## config.mk

```make
export PLATFORM = sky130hd
export DESIGN_NAME = mc_maindec
export DESIGN_NICKNAME = d
export VERILOG_FILES = /design/src/rtl/mc_maindec.sv
export SDC_FILE = /design/constraint.sdc
export NUM_CORES = 1
export LEC_CHECK = 0
export CAP_MARGIN = 10
export CORE_AREA = 5 5 42 44
export CTS_CLUSTER_SIZE = 20
export DETAILED_ROUTE_END_ITERATION = 8
export DIE_AREA = 0 0 47 49
export HOLD_SLACK_MARGIN = 0.12
export PLACE_DENSITY = 0.81
export RECOVER_POWER = 25
export SYNTH_ARGS = -nofsm -noshare
export SYNTH_HDL_FRONTEND = slang
export SYNTH_SLANG_ARGS = --single-unit
export TNS_END_PERCENT = 20
```

## constraint.sdc

```tcl
create_clock -name clk -period 2.55 [get_ports clk]
set_input_delay 0.3825 -clock clk [delete_from_list [all_inputs] [get_ports clk]]
set_output_delay 0.3825 -clock clk [all_outputs]
set_load 0.1 [all_outputs]
```

## src/rtl/mc_maindec.sv

```systemverilog
// Main control decoder for a multicycle MIPS-style datapath.
// Moore FSM: every control output is decoded from the current state alone.
module mc_maindec (
    input  logic       clk,
    input  logic       reset_n,
    input  logic [5:0] op,
    output logic       pcwrite,
    output logic       memwrite,
    output logic       irwrite,
    output logic       regwrite,
    output logic       alusrca,
    output logic       branch,
    output logic       iord,
    output logic       memtoreg,
    output logic       regdst,
    output logic [1:0] alusrcb,
    output logic [1:0] pcsrc,
    output logic [1:0] aluop,
    output logic       illegal_op
);

    typedef enum logic [3:0] {
        FETCH   = 4'd0,
        DECODE  = 4'd1,
        MEMADR  = 4'd2,
        MEMRD   = 4'd3,
        MEMWB   = 4'd4,
        MEMWR   = 4'd5,
        RTYPEEX = 4'd6,
        RTYPEWB = 4'd7,
        BEQEX   = 4'd8,
        ADDIEX  = 4'd9,
        ADDIWB  = 4'd10,
        JEX     = 4'd11,
        ILLEGAL = 4'd12
    } state_t;

    typedef enum logic [5:0] {
        OP_RTYPE = 6'b000000,
        OP_J     = 6'b000010,
        OP_BEQ   = 6'b000100,
        OP_ADDI  = 6'b001000,
        OP_LW    = 6'b100011,
        OP_SW    = 6'b101011
    } opcode_t;

    state_t state;
    state_t state_next;

    always_ff @(posedge clk or negedge reset_n) begin
        if (!reset_n) begin
            state <= FETCH;
        end else begin
            state <= state_next;
        end
    end

    always_comb begin
        state_next = FETCH;
        pcwrite    = 1'b0;
        memwrite   = 1'b0;
        irwrite    = 1'b0;
        regwrite   = 1'b0;
        alusrca    = 1'b0;
        branch     = 1'b0;
        iord       = 1'b0;
        memtoreg   = 1'b0;
        regdst     = 1'b0;
        alusrcb    = '0;
        pcsrc      = '0;
        aluop      = '0;
        illegal_op = 1'b0;

        unique case (state)
            FETCH: begin
                irwrite    = 1'b1;
                pcwrite    = 1'b1;
                alusrcb    = 2'b01;
                state_next = DECODE;
            end
            DECODE: begin
                alusrcb = 2'b11;
                case (op)
                    OP_LW, OP_SW: state_next = MEMADR;
                    OP_RTYPE:     state_next = RTYPEEX;
                    OP_BEQ:       state_next = BEQEX;
                    OP_ADDI:      state_next = ADDIEX;
                    OP_J:         state_next = JEX;
                    default:      state_next = ILLEGAL;
                endcase
            end
            MEMADR: begin
                alusrca = 1'b1;
                alusrcb = 2'b10;
                // An opcode that stopped being LW/SW here abandons the access.
                if (op == OP_LW) begin
                    state_next = MEMRD;
                end else if (op == OP_SW) begin
                    state_next = MEMWR;
                end
            end
            MEMRD: begin
                iord       = 1'b1;
                state_next = MEMWB;
            end
            MEMWB: begin
                regwrite = 1'b1;
                memtoreg = 1'b1;
            end
            MEMWR: begin
                iord     = 1'b1;
                memwrite = 1'b1;
            end
            RTYPEEX: begin
                alusrca    = 1'b1;
                aluop      = 2'b10;
                state_next = RTYPEWB;
            end
            RTYPEWB: begin
                regwrite = 1'b1;
                regdst   = 1'b1;
            end
            BEQEX: begin
                alusrca = 1'b1;
                aluop   = 2'b01;
                pcsrc   = 2'b01;
                branch  = 1'b1;
            end
            ADDIEX: begin
                alusrca    = 1'b1;
                alusrcb    = 2'b10;
                state_next = ADDIWB;
            end
            ADDIWB: begin
                regwrite = 1'b1;
            end
            JEX: begin
                pcwrite = 1'b1;
                pcsrc   = 2'b10;
            end
            ILLEGAL: begin
                illegal_op = 1'b1;
            end
            default: begin
                state_next = FETCH;
            end
        endcase
    end

endmodule

```

; Word level (Yosys, flattened, before mapping)
; Index checks and enable logic that the tools add are counted.
[totals]
reg_bits = 4
output_inout_bits = 16
input_bits = 8
elab_cells = 43
[op_classes]
eq_ne = 17
n_reduce_logical = 8
mux = 17
[op_table]
columns = op, count
row1 = $pmux 4 s6, 1
row2 = $eq 4x4->1 const B, 5
row3 = $pmux 4 s5, 1
row4 = $eq 4x3->1 const B, 4
row5 = $eq 6x6->1 const B, 2
row6 = $mux 1, 10
row7 = $eq 4x2->1 const B, 2
row8 = $pmux 2 s2, 2
row9 = $reduce_or 2->1, 4
row10 = $eq 6x2->1 const B, 1
row11 = $eq 6x3->1 const B, 1
row12 = $eq 6x4->1 const B, 1
row13 = $logic_not 6->1, 1
row14 = $mux 3, 2
row15 = $pmux 2 s3, 1
row16 = $eq 4x1->1 const B, 1
row17 = $logic_not 4->1, 1
row18 = $reduce_or 4->1, 1
row19 = $reduce_or 3->1, 1

; Longest topological paths before layout
[logic_depth]
depth_word = 4
ltp_mapped = 5
mapped_depth_nobuf = 3

; Worst setup path before layout
; Ideal clock, no wire load.
[synth_path]
path_kind = register -> output
startpoint = register state[1]
endpoint = output port irwrite
setup_slack_ns = -1.476
stages_incl_launch_ff = 4
path_buffers = 2
t_arrival_ns = 3.643
required_ns = 2.168
cell_sequence = dfrtp_1 > buf_2 > buf_2 > nor4_1
[synth_between]
elab_chain_cells = 2
[synth_lines]
columns = item, line_no
row1 = "start, declared", 47  ; state_t state;
row2 = "start signal, assigned", 54  ; state <= state_next;
row3 = $logic_not 4->1, 74  ; unique case (state)
row4 = $mux 1, 74
row5 = "end, declared", 9  ; output logic irwrite,
; No other way between the ends.

; Worst setup path in the final report
[layout_path]
startpoint = register state[1]
endpoint = output port pcwrite
[layout_between]
elab_chain_cells = 3
word_cells_on_any_way = 4
cone_classes = eq/ne (1) / mux (1) / reduce/logical (2)
[layout_lines]
columns = item, line_no
row1 = $eq 4x4->1 or $logic_not 4->1 (tied branches), 74
row2 = $reduce_or 2->1 (no source line) *, --
row3 = $mux 1 *, 74
row4 = "end, declared", 7  ; output logic pcwrite,
; Every way passes the cells marked *; elsewhere a longest branch is shown, timed or not.

==> results.toml <==
[sta]
tightest_slew_ns = 0.6271
hold_viol = 0
rsz0062_at_grt = "false"
setup_tns_ns = 0
skew_ns = 0.005227
fmax_ghz = 0.4681
relSlewSlack_pct = 58.19
slew_viol_final = 0
setup_viol = 0
fin_crit_sh_pct = 83.78
period_minus_slack_ns = 2.136

[finish]
syn_to_final_growth_pct = 60.62
antennaDiodeCount = 0
final_area_um2 = 775.7
layout.cells.most_common_list = "10 x buf_4, 7 x nor2_1, 6 x buf_12"
layout.cells.most_common = "buf_4"
fillerInstances = 147
final_util_pct = 55.36
layoutNonFillerInstCount = 100
reg_top3 = "state: 4 flops"
nNetsFinal = 94
regMostFlops = "state"
drive_gt1_share_pct = 33.33
largest_reg_flops = 4

[yosys]
yosysWarnings = 0
synthCells = 66
synth_area_leaders = "dfrtp_1 21%, nor3_1 7.3%, nand2b_1 6.5%"
yosysSeqAreaShare_pct = 20.73
syn_area_um2 = 483.0
synth_nets = 74
synth-edff-count = 0
ys.flop_type = "dfrtp_1"
yosys.area.top_type = "dfrtp_1"
async_reset_ff_share_pct = 100.0
ys_types = 33
avgSynthCellArea_um2 = 7.318
synth_top_area_share_pct = 20.73
ys_ff_latch = 4

[global_route]
grt_pass1_vias = 481
grt_max_degree = 22
antenna_found_initial = 0
overflow = 0
grtUsageTotal_pct = 11.58
grt_pass1_wl_mm = 1.966

[worst_setup_path]
path_max_fanout = 21
endpoint_kind = "primary output"
required_ns = 2.17
worst_path_max_delay_cell = "dfrtp_1"
critPathKind = "register to primary output"
startpoint_type = "register"
slowest_delay_ns = 0.60
crit_arrival_ns = 1.75
crit_chain = "or3_1 > a21oi_1 > buf_12"

[clock_tree]
ctsResizeCount = 0
postCtsSetupBuffers = 0
clockBufferDepth = 2
numCtsBuffers = 3
clkTransAtPathRegs_ns = 0.04
hold_buffers = 0
cts_max_level = 1
clk-insertion-delay-late_ns = 0.24
clock-sinks = 4
cts_tree = "yes"
cts-root-buf = "clkbuf_4"

[die]
die_w_um = 47
die_height_um = 49
start_util_pct = 34.46
fp.dieArea_mm2 = 0.002303
ios = 24
core_mm2 = 0.001401
num_rows = 14

[min_path]
hold_class = "input port to asynchronous set/reset pin"

[job]
drv_cap = 0

[route]
viasPerCell = 5.470
vias = 547
final_antenna_net_count = 0
wire_per_inst_um = 12.66
drc = 0
drt-total-wl_mm = 1.266
firstDrtPassIters = 4
drt_iter0_drc = 16

[place]
place_inst = 97
hpwl_mm = 1.025
place.port_buffers = 23
placed_area_um2 = 753.2
gp_congestion = 0.8811

[status]
status = "complete, no violations"
stage by stage:
step	setup slack (ns)	hold slack [ns]
after global placement	0.6876	0.5906
after global routing	0.3352	0.4275
after CTS	0.4166	0.3488
after floorplan	-0.6651	0.08691
final	0.4136	0.4157
after detailed placement	0.6632	0.6004
worst max-delay path, delay by kind of cell, from the launching register on:
kind,cells,cell delay [ns]
buf+inv,1,0.21
simple gates,1,0.45
flops,1,0.60
compound gates,1,0.25
path summary, 6_finish.rpt:
check	from	endpoint	slack [ns]	cells after the start
worst max-delay path	state[1]$_DFF_PN0_	pcwrite	0.41	3
max in group asynchronous	reset_n	state[0]$_DFF_PN0_	1.96	1
worst min-delay path	reset_n	state[1]$_DFF_PN0_	0.42	1
worst min register to register	state[2]$_DFF_PN0_	state[3]$_DFF_PN0_	0.72	1
min in group clk	state[2]$_DFF_PN0_	state[3]$_DFF_PN0_	0.72	1
worst max register to register	state[1]$_DFF_PN0_	state[1]$_DFF_PN0_	0.96	3
cell families (layout without fill, tap and decap cells):
kind of cell / count (synthesis) / in the layout / share of synthesized area (%)
buffers and inverters: 9 / 27 / 9.585
multiplexers: 1 / 1 / 2.073
XOR/XNOR: 2 / 2 / 3.628
flip-flops: 4 / 4 / 20.73
AND/OR/NAND/NOR: 34 / 34 / 39.12
AO/OA/AOI/OAI: 16 / 16 / 24.87
per-layer routing:
| metal | global-route usage (%) | wire length [µm] | up-vias |
|---|---|---|---|
| met5 | 0 | 0 | - |
| met4 | 6.912 | 19 | 0 |
| met3 | 1.107 | 111 | 2 |
| met2 | 19.46 | 640 | 27 |
| met1 | 13.30 | 495 | 242 |
| li1 | - | - | 276 |
final cells by class:
| type | count | area [µm²] | area share (%) |
|---|---|---|---|
| clock buffer | 3 | 22.52 | 2.903 |
| inverter | 1 | 3.754 | 0.4839 |
| multi-input combinational | 53 | 364.1 | 46.94 |
| sequential | 4 | 100.1 | 12.90 |
| tap | 16 | 20.02 | 2.581 |
| timing repair buffer | 23 | 265.3 | 34.19 |
cell usage after synthesis (2+ instances only):
library cell and count:
nor2_1 7, nor3_1 7, nand2b_1 5, buf_2 4
dfrtp_1 4, nand2_1 4, a21o_1 2, a21oi_1 2
buf_4 2, clkbuf_1 2, nand3_1 2, nand3b_1 2
nor3b_1 2, o21ai_0 2
Power is left out: the tool's default activity adds up to more than one toggle a clock period on the data nets, which glitch-free logic cannot reach.
